$ cat config.mk
export PLATFORM = sky130hd
export DESIGN_NAME = slave_ufi_read_merge
export DESIGN_NICKNAME = d
export VERILOG_FILES = /design/src/rtl/slave_ufi_read_merge.sv
export SDC_FILE = /design/constraint.sdc
export NUM_CORES = 1
export LEC_CHECK = 0
export ABC_AREA = 1
export CORE_AREA = 2 2 158 160
export DETAILED_ROUTE_END_ITERATION = 6
export DIE_AREA = 0 0 160 162
export PLACE_DENSITY = 0.58
export SLEW_MARGIN = 15
export SYNTH_ARGS = -nofsm -noshare
export SYNTH_HDL_FRONTEND = slang
export SYNTH_SLANG_ARGS = --single-unit
$ cat constraint.sdc
create_clock -name iCLK -period 2.2 [get_ports iCLK]
set_input_delay 0.22 -clock iCLK [delete_from_list [all_inputs] [get_ports iCLK]]
set_output_delay 0.22 -clock iCLK [all_outputs]
set_load 0.01 [all_outputs]
$ cat src/rtl/slave_ufi_read_merge.sv
// ---------------------------------------------------------------------------
// slave_ufi_read_merge
//
// Slave-side UFI read-return path. A master read request is decoded by the
// top four address bits into a one-hot read enable for one of up to
// pUfiAllocationNum sub-slaves. The block then waits (bounded by
// pTimeoutCycles) for that sub-slave's read-valid and hands its data back to
// the master as a single-cycle valid pulse. Out-of-range selects and timeouts
// are answered with an error pulse and zero data.
//
// Ports:
//   iCLK        system clock
//   iRST        asynchronous active-low reset
//   iSUfiRAdrs  read address from master (bits [MSB -: 4] select sub-slave)
//   iSUfiREd    read request strobe from master (1-cycle pulse)
//   oSUfiRAdrs  registered read address to sub-slaves
//   oSUfiREd    one-hot read enable to sub-slaves (1-cycle pulse)
//   iSUfiRd     concatenated sub-slave read data, slave n at [n*W +: W]
//   iSUfiRVd    per-sub-slave read-data valid
//   oSUfiRd     read data to master (valid while oSUfiRVd is high, else 0)
//   oSUfiRVd    read data valid to master (1-cycle pulse)
//   oSUfiRErr   error flag, qualified by oSUfiRVd
//   oSUfiBusy   high whenever a transaction is in progress
// ---------------------------------------------------------------------------
module slave_ufi_read_merge #(
  parameter int pUfiBusWidth      = 32,
  parameter int pUsiBusWidth      = 32,
  parameter int pUfiAllocationNum = 9,
  parameter int pTimeoutCycles    = 15
) (
  input  logic                                      iCLK,
  input  logic                                      iRST,
  input  logic [pUsiBusWidth-1:0]                   iSUfiRAdrs,
  input  logic                                      iSUfiREd,
  output logic [pUsiBusWidth-1:0]                   oSUfiRAdrs,
  output logic [pUfiAllocationNum-1:0]              oSUfiREd,
  input  logic [pUfiAllocationNum*pUfiBusWidth-1:0] iSUfiRd,
  input  logic [pUfiAllocationNum-1:0]              iSUfiRVd,
  output logic [pUfiBusWidth-1:0]                   oSUfiRd,
  output logic                                      oSUfiRVd,
  output logic                                      oSUfiRErr,
  output logic                                      oSUfiBusy
);

  localparam int CntWidth = $clog2(pTimeoutCycles + 1);
  localparam logic [CntWidth-1:0] CntLast = CntWidth'(pTimeoutCycles);

  typedef enum logic [1:0] {
    IDLE  = 2'd0,
    ISSUE = 2'd1,
    WAIT  = 2'd2,
    RESP  = 2'd3
  } state_t;

  state_t                         state_q, state_d;
  logic [CntWidth-1:0]            cnt_q, cnt_d;
  logic [3:0]                     idx_q, idx_d;
  logic [pUsiBusWidth-1:0]        addr_q, addr_d;
  logic [pUfiAllocationNum-1:0]   ren_q, ren_d;
  logic [pUfiBusWidth-1:0]        rd_q, rd_d;
  logic                           rvd_q, rvd_d;
  logic                           rerr_q, rerr_d;

  logic [3:0]                     req_idx;
  logic                           req_in_range;
  logic [pUfiAllocationNum-1:0]   req_onehot;
  logic [pUfiAllocationNum-1:0]   sel_onehot;
  logic                           sel_vd;
  logic [pUfiBusWidth-1:0]        sel_data;
  logic [CntWidth-1:0]            cnt_inc;

  assign req_idx      = iSUfiRAdrs[pUsiBusWidth-1 -: 4];
  // Zero-extended compare so pUfiAllocationNum = 16 does not overflow 4 bits.
  assign req_in_range = ({1'b0, req_idx} < 5'(pUfiAllocationNum));

  // One-hot decodes: the incoming request (drives the enable) and the latched
  // index (selects which valid/data lane is listened to while waiting).
  // Decoding the latched index to a mask keeps every lane access in range even
  // when fewer than 16 sub-slaves exist.
  for (genvar gi = 0; gi < pUfiAllocationNum; gi++) begin : g_decode
    assign req_onehot[gi] = (req_idx == 4'(gi));
    assign sel_onehot[gi] = (idx_q == 4'(gi));
  end

  // Only the selected lane can contribute; valids of other sub-slaves are
  // masked off regardless of state.
  assign sel_vd = |(iSUfiRVd & sel_onehot);

  always_comb begin
    sel_data = '0;
    for (int i = 0; i < pUfiAllocationNum; i++) begin
      if (sel_onehot[i]) begin
        sel_data = sel_data | iSUfiRd[i*pUfiBusWidth +: pUfiBusWidth];
      end
    end
  end

  assign cnt_inc = cnt_q + CntWidth'(1);

  // Next-state and registered-output logic. Outputs are computed one cycle
  // ahead so that they appear registered in the state they belong to:
  // the enable is loaded on the IDLE->ISSUE edge, the response on the edge
  // into RESP, and everything falls back to zero by default.
  always_comb begin
    state_d = state_q;
    cnt_d   = cnt_q;
    idx_d   = idx_q;
    addr_d  = addr_q;
    ren_d   = '0;
    rd_d    = '0;
    rvd_d   = 1'b0;
    rerr_d  = 1'b0;

    unique case (state_q)
      IDLE: begin
        if (iSUfiREd) begin
          addr_d = iSUfiRAdrs;
          idx_d  = req_idx;
          if (req_in_range) begin
            ren_d   = req_onehot;
            state_d = ISSUE;
          end else begin
            // No such sub-slave: answer immediately with an error.
            rvd_d   = 1'b1;
            rerr_d  = 1'b1;
            state_d = RESP;
          end
        end
      end

      ISSUE: begin
        cnt_d   = '0;
        state_d = WAIT;
      end

      WAIT: begin
        // A valid on the last permitted cycle wins over the timeout.
        if (sel_vd) begin
          rd_d    = sel_data;
          rvd_d   = 1'b1;
          state_d = RESP;
        end else if (cnt_inc == CntLast) begin
          rvd_d   = 1'b1;
          rerr_d  = 1'b1;
          state_d = RESP;
        end else begin
          cnt_d = cnt_inc;
        end
      end

      RESP: begin
        state_d = IDLE;
      end

      default: begin
        state_d = IDLE;
      end
    endcase
  end

  always_ff @(posedge iCLK or negedge iRST) begin
    if (!iRST) begin
      state_q <= IDLE;
      cnt_q   <= '0;
      idx_q   <= '0;
      addr_q  <= '0;
      ren_q   <= '0;
      rd_q    <= '0;
      rvd_q   <= 1'b0;
      rerr_q  <= 1'b0;
    end else begin
      state_q <= state_d;
      cnt_q   <= cnt_d;
      idx_q   <= idx_d;
      addr_q  <= addr_d;
      ren_q   <= ren_d;
      rd_q    <= rd_d;
      rvd_q   <= rvd_d;
      rerr_q  <= rerr_d;
    end
  end

  assign oSUfiRAdrs = addr_q;
  assign oSUfiREd   = ren_q;
  assign oSUfiRd    = rd_q;
  assign oSUfiRVd   = rvd_q;
  assign oSUfiRErr  = rerr_q;
  assign oSUfiBusy  = (state_q != IDLE);

endmodule

==> flow_summary.yaml <==
status:
  outcome: "finished, final reports clean"
final_layout:
  layout.nets: 1511
  fin_util: 0.4095
  syn2layout_area_growth_pct: 99.95
  drive_gt1_frac: 0.04580
global_routing:
  grt_usage: 0.1992
  grt_pass1_vias: 6800
  overflow: 0
  grt_max_degree: 49
  antenna_found_initial: 1
  grt_pass1_wl_mm: 39.29
power:
  combPwrFrac: 0.579
  p_leak_nw: 4.371
  internal_power_mw: 4.994
  power_density_nw_per_um2: 870.6
  p_sw_mw: 3.600
  seq_power_share: 0.253
  vdd_ir_drop_max_uv: 423.9
  pwr-share-clk: 0.167
  p_sw_frac: 0.4189
floorplan:
  core_um2: 24110
  start_util: 0.2048
  placementRows: 57
  dieArea_um2: 25920
  die_width_um: 160
  fp.dieH_um: 162
  io_pins: 408
detailed_routing:
  post_drt_via_cell_ratio: 4.344
  routed-via-count: 6534
  wl_per_cell_um: 17.36
  wirelength_mm: 26.11
  drt_iter0_drc: 359
  firstDrtPassIters: 5
  antenna_left: 0
  drc: 0
setup_path:
  max_stage_delay_ns: 0.56
  critPathCaptureType: "output port"
  cp_max_fo: 4
  cp_num_buf_inv: 3
  cp_top_family: "buffers and inverters"
  cp_cell_sequence: "inv_1, ha_1, inv_1, clkdlybuf4s50_1"
  rr_startpoint: "idx_q[1]"
  rrSetupSlack_ns: 0.38
  path_class: "flip-flop to output port"
  arrival_ns: 1.72
  cp_slowest_cell: "clkdlybuf4s50_1"
  reg2regPathDepth: 8
  worst_setup_path_start_kind: "flip-flop"
  crit_cells: 4
  endpoint: "oSUfiBusy"
  rr_endpoint: "oSUfiRd[1]"
  crit_top_cell: "inv_1"
  startpoint: "state_q[0]"
  required_ns: 1.98
clock_network:
  htreeDepth: 3
  cts.hold.buffers_added: 1
  post_cts_resized: 0
  cts_sinks: 81
  clockRootBuffer: "clkbuf_16"
  clockBufferDepth: 2
  clkTransAtPathRegs_ns: 0.07
  clk_latency_ns: 0.34
  cts_tree: "yes"
  numCtsBuffers: 9
  postCtsSetupBuffers: 0
yosys:
  yosysTopAreaCell: "dfrtp_1"
  synth_nets: 1103
  syn_area_per_cell_um2: 6.445
  synthCells: 766
  yosysTopAreaCellShare: 0.4105
  async_flop_share: 1.000
  yosys.cell_types.count: 15
  ys_warn_count: 0
  synth_area_leaders: "dfrtp_1, nand2_1, nand3_1"
  synth-main-ff-cell: "dfrtp_1"
  syn-cell-area_um2: 4937
  synth-seq-cells: 81
  ys_seq_area_frac: 0.4105
  synth_commonest_cells: "nand2_1, dfrtp_1, nor2_1, nand3_1, nand4_1"
  synth_enable_flop_cells: 0
  yosysMostFrequentCell: "nand2_1"
timing:
  maxSlewHeadroom: 0.6912
  worst-slew-pin-transition_ns: 0.4627
  fin_crit_ns: 1.941
  final.setup.tns_ns: 0
  hold_ws_ns: 0.2968
  rsz0062_at_grt: "no"
  clock_skew_ns: 0.006665
  finalHoldViolCount: 0
  clock.fmax_mhz: 515.2
  finalMaxSlewViolations: 0
  min_period_over_period: 0.8823
  finalSetupViolCount: 0
placement:
  numPortBuffers: 407
  place_congestion: 0.8654
  hpwl_mm: 20.74
job:
  cap_violations: 0
worst_hold_path:
  worstHoldPathType: "input pin to asynchronous set/reset pin"
-- state kept, by name, indices dropped and copies added, names as in the netlist --
register / cells
cnt_q: 4
idx_q: 4
oSUfiRErr: 1
oSUfiREd: 9
oSUfiRd: 32
state_q: 2
oSUfiRAdrs: 28
oSUfiRVd: 1
-- cell families (layout without fill, tap and decap cells) --
family / Yosys count / after routing / synth area share
AO/OA/AOI/OAI: 14 / 14 / 0.02103
adder cells (fa/ha/maj): 5 / 5 / 0.01267
buffers and inverters: 60 / 473 / 0.04840
flip-flops: 81 / 81 / 0.4105
other: 0 / 1 / 0
AND/OR/NAND/NOR: 606 / 606 / 0.5073
-- worst register-to-register path, stage by stage, from the launching register on --
cell,delay [ns]
dfrtp_1,0.49
inv_1,0.13
nand2_1,0.22
nor2_4,0.07
buf_4,0.24
nand2_1,0.11
nand3_1,0.08
nor3_1,0.29
nor2_1,0.09
-- worst min-delay path by stage --
stage                     start   endpoint  slack, ns  depth (start not counted)
after global placement     iRST  oSUfiRErr       0.12                          1
after floorplan            iRST   cnt_q[0]      -0.08                          0
after CTS                  iRST   oSUfiRVd       0.29                          2
after detailed placement   iRST   oSUfiRVd       0.12                          1
after global routing       iRST   cnt_q[2]       0.33                          2
final                      iRST   cnt_q[2]       0.30                          2
-- layout by cell type, fill, tap and decap left out, types with 9 or more instances in the layout --
master             n
nand2_1          417
clkdlybuf4s50_1  406
dfrtp_1           81
nor2_1            53
nand3_1           52
nand4_1           39
nor3_1            32
inv_1             24
buf_4             20
a22o_1             9
clkbuf_16          9
-- power groups by stage --
stage | Sequential [mW] | Combinational, mW | Clock [mW]
global route | 2.25 | 5.51 | 1.57
global placement | 2.19 | 5.03 | 0
detailed placement | 2.20 | 5.03 | 0
CTS | 2.18 | 5.05 | 1.52
floorplan | 2.38 | 2.18 | 0
finish | 2.18 | 4.98 | 1.44
-- metrics by stage --
step | instance area [µm²] | cells | total power [mW] | setup slack, ns
2_1_floorplan | 4937 | 766 | 4.555 | 0.5466
3_3_place_gp | 9580 | 1486 | 7.218 | 0.3662
3_5_place_dp | 9580 | 1486 | 7.236 | 0.3829
4_1_cts | 9869 | 1503 | 8.752 | 0.2422
5_1_grt | 9869 | 1503 | 9.322 | 0.1396
6_report | 9872 | 1504 | 8.594 | 0.2590
-- area by class of cell --
cell class	instances	area, µm²
Fill cell	2591	14230
Timing Repair Buffer	433	4344
Multi-Input combinational cell	625	2724
Sequential cell	81	2027
Tap cell	324	405.4
Clock buffer	9	225.2
Inverter	24	90.09
Clock inverter	7	53.80
Antenna cell	1	2.502
-- per-layer routing --
metal | share of wire | up-vias | global-route usage
met4 | 0.019 | 0 | 0.06183
met1 | 0.41 | 2957 | 0.2339
li1 | - | 3261 | -
met5 | 0 | - | 0
met3 | 0.073 | 28 | 0.05005
met2 | 0.50 | 288 | 0.3575
No activity file was read; power rests on OpenSTA's default activity.
